## config.mk

```make
export PLATFORM = sky130hd
export DESIGN_NAME = pico_prog_sequencer
export DESIGN_NICKNAME = d
export VERILOG_FILES = /design/src/rtl/pico_seq_pkg.sv /design/src/rtl/pico_prog_mem.sv /design/src/rtl/pico_prog_sequencer.sv
export SDC_FILE = /design/constraint.sdc
export NUM_CORES = 1
export LEC_CHECK = 0
export CAP_MARGIN = 30
export CORE_MARGIN = 2
export CORE_UTILIZATION = 50
export DETAILED_ROUTE_END_ITERATION = 12
export HOLD_SLACK_MARGIN = 0.1
export PLACE_DENSITY = 0.68
export SLEW_MARGIN = 20
export SYNTH_ARGS = -nofsm -noshare
export SYNTH_HDL_FRONTEND = slang
export SYNTH_SLANG_ARGS = --single-unit
```

## constraint.sdc

```tcl
create_clock -name clk -period 3.9 [get_ports clk]
set_clock_uncertainty 0.05 [all_clocks]
set_input_delay 0.585 -clock clk [delete_from_list [all_inputs] [get_ports clk]]
set_output_delay 0.585 -clock clk [all_outputs]
set_load 0.01 [all_outputs]
```

## src/rtl/pico_seq_pkg.sv

```systemverilog
// Shared types and constants for the pico program sequencer.
// The sequencer loads a byte-serial program and issues it to the pico core.
package pico_seq_pkg;

  localparam int INSTR_W  = 16;
  localparam int OFFSET_W = 5;

  localparam logic [1:0] OPC_BRANCH = 2'b11;

  typedef enum logic [1:0] {
    S_IDLE    = 2'd0,
    S_RUN     = 2'd1,
    S_WAIT_BR = 2'd2,
    S_DONE    = 2'd3
  } state_e;

endpackage

```

## src/rtl/pico_prog_mem.sv

```systemverilog
// Instruction buffer: DEPTH x INSTR_W registers.
// One synchronous write port and one combinational read port.
module pico_prog_mem
  import pico_seq_pkg::*;
#(
  parameter int DEPTH = 8,
  localparam int AW   = $clog2(DEPTH)
) (
  input  logic               clk,
  input  logic               we_i,
  input  logic [AW-1:0]      waddr_i,
  input  logic [INSTR_W-1:0] wdata_i,
  input  logic [AW-1:0]      raddr_i,
  output logic [INSTR_W-1:0] rdata_o
);

  logic [INSTR_W-1:0] mem_q [DEPTH];

  // NOTE: storage has no reset; contents are only meaningful below prog_len,
  // so the array maps to plain flops/RAM without a reset network.
  always_ff @(posedge clk) begin
    if (we_i) begin
      mem_q[waddr_i] <= wdata_i;
    end
  end

  assign rdata_o = mem_q[raddr_i];

endmodule

```

## src/rtl/pico_prog_sequencer.sv

```systemverilog
// Program sequencer for the 8-bit pico core: byte-serial program load, then
// in-order instruction issue with branch redirect, halt and an issue limit.
module pico_prog_sequencer
  import pico_seq_pkg::*;
#(
  parameter int DEPTH     = 8,
  parameter int MAX_ISSUE = 255,
  localparam int AW       = $clog2(DEPTH)
) (
  input  logic                clk,
  input  logic                rst_n,
  input  logic                ld_valid,
  input  logic [7:0]          ld_byte,
  output logic                ld_ready,
  input  logic                clr,
  input  logic                start,
  input  logic                halt_req,
  output logic                issue_valid,
  output logic [INSTR_W-1:0]  issue_instr,
  input  logic                issue_ready,
  input  logic                br_valid,
  input  logic                br_taken,
  input  logic [OFFSET_W-1:0] br_offset,
  output logic                busy,
  output logic                done,
  output logic                limit_err,
  output logic [AW-1:0]       pc,
  output logic [AW:0]         prog_len
);

  // Branch targets are formed wide enough that pc+offset never wraps.
  localparam int TW = ((AW > OFFSET_W) ? AW : OFFSET_W) + 1;

  localparam logic [AW:0] LEN_MAX = (AW+1)'(DEPTH);
  localparam logic [AW:0] LEN_ONE = (AW+1)'(1);
  localparam logic [7:0]  CNT_MAX = 8'(MAX_ISSUE);

  state_e             state_q;
  logic [AW-1:0]      pc_q;
  logic [AW:0]        len_q;
  logic               ld_tog_q;
  logic [7:0]         ld_lo_q;
  logic [7:0]         cnt_q;
  logic               lim_q;
  logic               halt_q;

  logic               ld_fire;
  logic               mem_we;
  logic [INSTR_W-1:0] rd_data;
  logic               fire;
  logic               is_branch;
  logic [AW:0]        pc_inc;
  logic [7:0]         cnt_inc;
  logic               lim_hit;
  logic [TW-1:0]      pc_ext;
  logic [TW-1:0]      len_ext;
  logic [TW-1:0]      br_target;

  assign ld_ready = (state_q == S_IDLE) && (len_q < LEN_MAX);
  assign ld_fire  = ld_valid && ld_ready;
  // clr and start take priority over a byte arriving in the same cycle.
  assign mem_we   = ld_fire && ld_tog_q && !clr && !start;

  pico_prog_mem #(
    .DEPTH(DEPTH)
  ) u_mem (
    .clk    (clk),
    .we_i   (mem_we),
    .waddr_i(len_q[AW-1:0]),
    .wdata_i({ld_byte, ld_lo_q}),
    .raddr_i(pc_q),
    .rdata_o(rd_data)
  );

  assign issue_valid = (state_q == S_RUN);
  assign issue_instr = issue_valid ? rd_data : '0;
  assign fire        = issue_valid && issue_ready;
  assign is_branch   = (rd_data[1:0] == OPC_BRANCH);

  assign pc_inc  = {1'b0, pc_q} + LEN_ONE;
  assign cnt_inc = cnt_q + 8'd1;
  assign lim_hit = (cnt_inc == CNT_MAX);

  assign pc_ext    = TW'(pc_q);
  assign len_ext   = TW'(len_q);
  assign br_target = br_taken ? (pc_ext + TW'(br_offset)) : (pc_ext + TW'(1));

  assign busy      = (state_q == S_RUN) || (state_q == S_WAIT_BR);
  assign done      = (state_q == S_DONE);
  assign limit_err = lim_q;
  assign pc        = pc_q;
  assign prog_len  = len_q;

  // NOTE: all state updates use non-blocking assignments so every register
  // samples the pre-edge values regardless of statement order.
  always_ff @(posedge clk or negedge rst_n) begin
    if (!rst_n) begin
      state_q  <= S_IDLE;
      pc_q     <= '0;
      len_q    <= '0;
      ld_tog_q <= 1'b0;
      ld_lo_q  <= '0;
      cnt_q    <= '0;
      lim_q    <= 1'b0;
      halt_q   <= 1'b0;
    end else begin
      unique case (state_q)
        S_IDLE, S_DONE: begin
          if (clr) begin
            len_q    <= '0;
            ld_tog_q <= 1'b0;
            lim_q    <= 1'b0;
            state_q  <= S_IDLE;
          end else if (start) begin
            ld_tog_q <= 1'b0;
            if (len_q == '0) begin
              state_q <= S_DONE;
            end else begin
              pc_q    <= '0;
              cnt_q   <= '0;
              lim_q   <= 1'b0;
              halt_q  <= 1'b0;
              state_q <= S_RUN;
            end
          end else if (ld_fire) begin
            if (!ld_tog_q) begin
              ld_lo_q  <= ld_byte;
              ld_tog_q <= 1'b1;
            end else begin
              len_q    <= len_q + LEN_ONE;
              ld_tog_q <= 1'b0;
            end
          end
        end

        S_RUN: begin
          if (fire) begin
            cnt_q <= cnt_inc;
            // Limit first, then halt, then the instruction's own successor.
            if (lim_hit) begin
              lim_q   <= 1'b1;
              state_q <= S_DONE;
            end else if (halt_req) begin
              state_q <= S_DONE;
            end else if (is_branch) begin
              state_q <= S_WAIT_BR;
            end else if (pc_inc == len_q) begin
              state_q <= S_DONE;
            end else begin
              pc_q <= pc_inc[AW-1:0];
            end
          end else if (halt_req) begin
            state_q <= S_DONE;
          end
        end

        S_WAIT_BR: begin
          if (br_valid) begin
            halt_q <= 1'b0;
            if (halt_q || halt_req) begin
              state_q <= S_DONE;
            end else if (br_target >= len_ext) begin
              state_q <= S_DONE;
            end else begin
              pc_q    <= br_target[AW-1:0];
              state_q <= S_RUN;
            end
          end else if (halt_req) begin
            halt_q <= 1'b1;
          end
        end

        default: state_q <= S_IDLE;
      endcase
    end
  end

endmodule

```

==> flow_metrics.env <==
export IMPL_outcome="finished clean"
export IMPL_final_hold_viol_count=0
export IMPL_slowest_cell_on_the_critical_path="clkdlybuf4s50_1"
export IMPL_hold_path_cell_count=1
export IMPL_synthesis_area_per_instance_um2=16.0
export IMPL_yosysTopAreaCell="edfxtp_1"
export IMPL_cp_top_family="adder cells"
export IMPL_final_setup_fails=0
export IMPL_drt_wirelength_per_cell_um=20.5
export IMPL_synth_fp_nets=468
export IMPL_ctsHoldBuffers=0
export IMPL_antennaDiodeCount=0
export IMPL_period_needed_ns=3.23
export IMPL_die_height_um=121
export IMPL_final_min_period_over_clock_period=0.827
export IMPL_wl_mm=13.9
export IMPL_worst_slew_pin_slew_ns=0.531
export IMPL_critPathRequiredTime_ns=4.14
export IMPL_dr_first_iter_drc_count=490
export IMPL_yosys_warnings=0
export IMPL_type_of_the_setup_path_with_the_least_slack="in -> reg"
export IMPL_final_layout_size_suffix_gt1_frac=0.164
export IMPL_grt_first_pass_wirelength_mm=22.2
export IMPL_final_setup_tns_ns=0
export IMPL_cts_post_setup_buffers_inserted=0
export IMPL_cts_made_buffers=17
export IMPL_overflow=0
export IMPL_grt_max_degree=41
export IMPL_synth_async_reset_ratio=0.179
export IMPL_htreeDepth=4
export IMPL_placement_rows=42
export IMPL_rr_worst_depth=12
export IMPL_nNetsFinal=532
export IMPL_via_count=3938
export IMPL_post_synth_inst_count=428
export IMPL_maxCapViolCount=0
export IMPL_yosys_top_cells_area="edfxtp_1 (56%), mux4_2 (11%), dfrtp_1 (10%)"
export IMPL_firstDrtPassIters=4
export IMPL_grt_usage=0.207
export IMPL_synth_top_cell_area_share=0.563
export IMPL_synth_main_ff_cell="edfxtp_1"
export IMPL_core_box_area_um2=13300
export IMPL_post_route_cell_area_um2=8150
export IMPL_crit_cells=11
export IMPL_tritoncts_num_sinks=156
export IMPL_critical_path_max_fanout=3
export IMPL_hpwl_after_dpl_mm=8.21
export IMPL_worstPathCellList="clkdlybuf4s50_1 > ha_1 > fa_1 > mux2_1 > ha_1 > a211oi_1 > o21bai_1 > nor3_1 > o21ai_1 > a21oi_4 > mux2_1"
export IMPL_drc_errors=0
export IMPL_area_growth_syn_to_layout_pct=19.4
export IMPL_num_fill_cells=980
export IMPL_dieArea_um2=14600
export IMPL_max_freq_ghz=0.310
export IMPL_start_util=0.514
export IMPL_p_leak_uw=0.00280
export IMPL_clk_path_buf_depth=2
export IMPL_irDropWorstVdd_uv=466
export IMPL_tritoncts="done"
export IMPL_synth_area_um2=6830
export IMPL_unrepaired_setup_endpoints_after_global_routing="false"
export IMPL_holdCritPathClass="reg -> reg"
export IMPL_powerDensity_nw_per_um2=640
export IMPL_dpl_instance_area_um2=7590
export IMPL_worst_path_largest_cell_delay_ns=0.45
export IMPL_final_replace_weighted_congestion=0.926
export IMPL_crit_path_end_kind="flop"
export IMPL_share_of_the_yosys_chip_area_belonging_to_registers=0.665
export IMPL_synth_lib_cells_used_distinct=47
export IMPL_detail_route_antenna_nets=0
export IMPL_path_clk_slew_ns=0.06
export IMPL_pin_count=50
export IMPL_grt_antenna_before_repair=0
export IMPL_final_max_slew_violation_count=0
export IMPL_source_to_sink_clock_delay_at_the_later_pin_of_the_worst_skew_pair_ns=0.41
export IMPL_via_per_inst=5.78
export IMPL_crit_buf_inv=1
export IMPL_yosys_register_bits=156
export IMPL_number_of_i_o_port_buffers=49
export IMPL_synth_edf_count=128
export IMPL_maxSlewHeadroom=0.645
export IMPL_cts_resizes=0
export IMPL_crit_path_start_kind="input pin"
export IMPL_floorplan_die_width_um=121
export IMPL_grt_pass1_vias=4012
export IMPL_worst_ep_arrival_time_ns=3.46
export IMPL_cts_root_buffer="clkbuf_16"
==> layout by cell type (no fill, tap or decap), types with 5 or more instances in the layout <==
master             n
buf_4             14
clkdlybuf4s50_1   49
nand3_1            7
mux4_2            32
o21ai_0            8
nand2_1           21
ha_1              17
mux2i_1           19
dfrtp_1           27
inv_1             15
a21oi_1            9
o21ai_1           10
clkbuf_16         17
o22ai_1            5
edfxtp_1         128
nor2_1            42
mux2_1            10
xnor2_1            6
==> synth_stat cells (2+ instances only) <==
| cell type | count |
|---|---|
| edfxtp_1 | 128 |
| nor2_1 | 42 |
| mux4_2 | 32 |
| dfrtp_1 | 28 |
| nand2_1 | 21 |
| mux2i_1 | 19 |
| ha_1 | 17 |
| inv_1 | 15 |
| clkbuf_1 | 13 |
| mux2_1 | 10 |
| o21ai_1 | 10 |
| a21oi_1 | 9 |
| o21ai_0 | 8 |
| nand3_1 | 7 |
| nor3_1 | 6 |
| xnor2_1 | 6 |
| o22ai_1 | 5 |
| a22o_1 | 4 |
| nand2b_1 | 4 |
| a22oi_1 | 3 |
| a31oi_1 | 3 |
| a41oi_1 | 3 |
| buf_2 | 3 |
| xor2_1 | 3 |
| a211oi_1 | 2 |
| a21o_1 | 2 |
| buf_1 | 2 |
| o21a_1 | 2 |
| o31ai_1 | 2 |
| or3_1 | 2 |
==> sequential cells by signal (all words and copies together), names as in the netlist <==
| name | count |
|---|---|
| pc | 3 |
| prog_len | 4 |
| u_mem.mem_q | 128 |
| cnt_q | 8 |
| state_q | 2 |
| ld_lo_q | 8 |
| limit_err | 1 |
| ld_tog_q | 1 |
| halt_q | 1 |
==> final cells by class <==
| cell class | instances | area (µm²) | area share |
|---|---|---|---|
| inverters | 15 | 56.3 | 0.00691 |
| multi-input cells | 238 | 2160 | 0.265 |
| repair buffers | 64 | 616 | 0.0755 |
| well taps | 176 | 220 | 0.0270 |
| clock inverters | 11 | 109 | 0.0133 |
| clock buffers | 21 | 450 | 0.0552 |
| flip-flops and latches | 156 | 4550 | 0.557 |
==> report_power, final <==
part | internal (µW) | switching, µW
clock | 904 | 651
sequential | 1990 | 165
combinational | 688 | 818
==> through the flow <==
step            util  hold WS, ns  cells  power [µW]  worst slack, ns
6_report       0.613        0.499    681        5220            0.674
5_1_grt        0.613        0.511    681        5500            0.587
4_1_cts        0.613        0.492    681        5260            0.661
3_5_place_dp   0.571        0.474    649        3690            0.279
3_3_place_gp   0.571        0.458    649        3650            0.323
2_1_floorplan      -        0.239    428        3130            0.890
==> routing by layer <==
| layer | part of all wire | routed length [µm] | vias to the layer above | GRT usage |
|---|---|---|---|---|
| met5 | 0 | 0 | - | 0 |
| met4 | 0.0053 | 74 | 0 | 0.0531 |
| met3 | 0.047 | 660 | 8 | 0.0587 |
| met2 | 0.49 | 6900 | 101 | 0.330 |
| met1 | 0.45 | 6320 | 2039 | 0.282 |
| li1 | - | - | 1790 | - |
==> worst register-to-register path, stage by stage (launching register included) <==
cell      delay (ns)
dfrtp_2         0.39
buf_12          0.30
ha_1            0.22
xor2_1          0.31
nor2_1          0.07
a21oi_1         0.18
ha_1            0.26
o21ai_0         0.19
o21bai_1        0.12
nor3_1          0.18
o21ai_1         0.12
a21oi_4         0.18
mux2_1          0.35
==> cell families (layout without fill, tap and decap cells) <==
| group | after synthesis | in the layout | synth area share |
|---|---|---|---|
| DFF | 156 | 156 | 0.665 |
| muxes | 62 | 62 | 0.151 |
| AOI/OAI and AO/OA | 60 | 60 | 0.0603 |
| buffers and inverters | 34 | 111 | 0.0203 |
| and+or+nand+nor | 89 | 89 | 0.0570 |
| adders and majority gates | 18 | 18 | 0.0341 |
| xor gates and xnor gates | 9 | 9 | 0.0115 |
==> final timing paths <==
| kind | end | slack [ns] | start |
|---|---|---|---|
| max | pc[2] | 0.67 | br_offset[0] |
| min | cnt_q[7] | 0.50 | cnt_q[7] |
| max reg2reg | pc[2] | 0.85 | pc[0] |
| min reg2reg | cnt_q[7] | 0.50 | cnt_q[7] |
| max in group asynchronous | pc[0] | 2.94 | rst_n |
| min in group asynchronous | pc[2] | 0.54 | rst_n |
No activity file was read; power rests on OpenSTA's default activity.
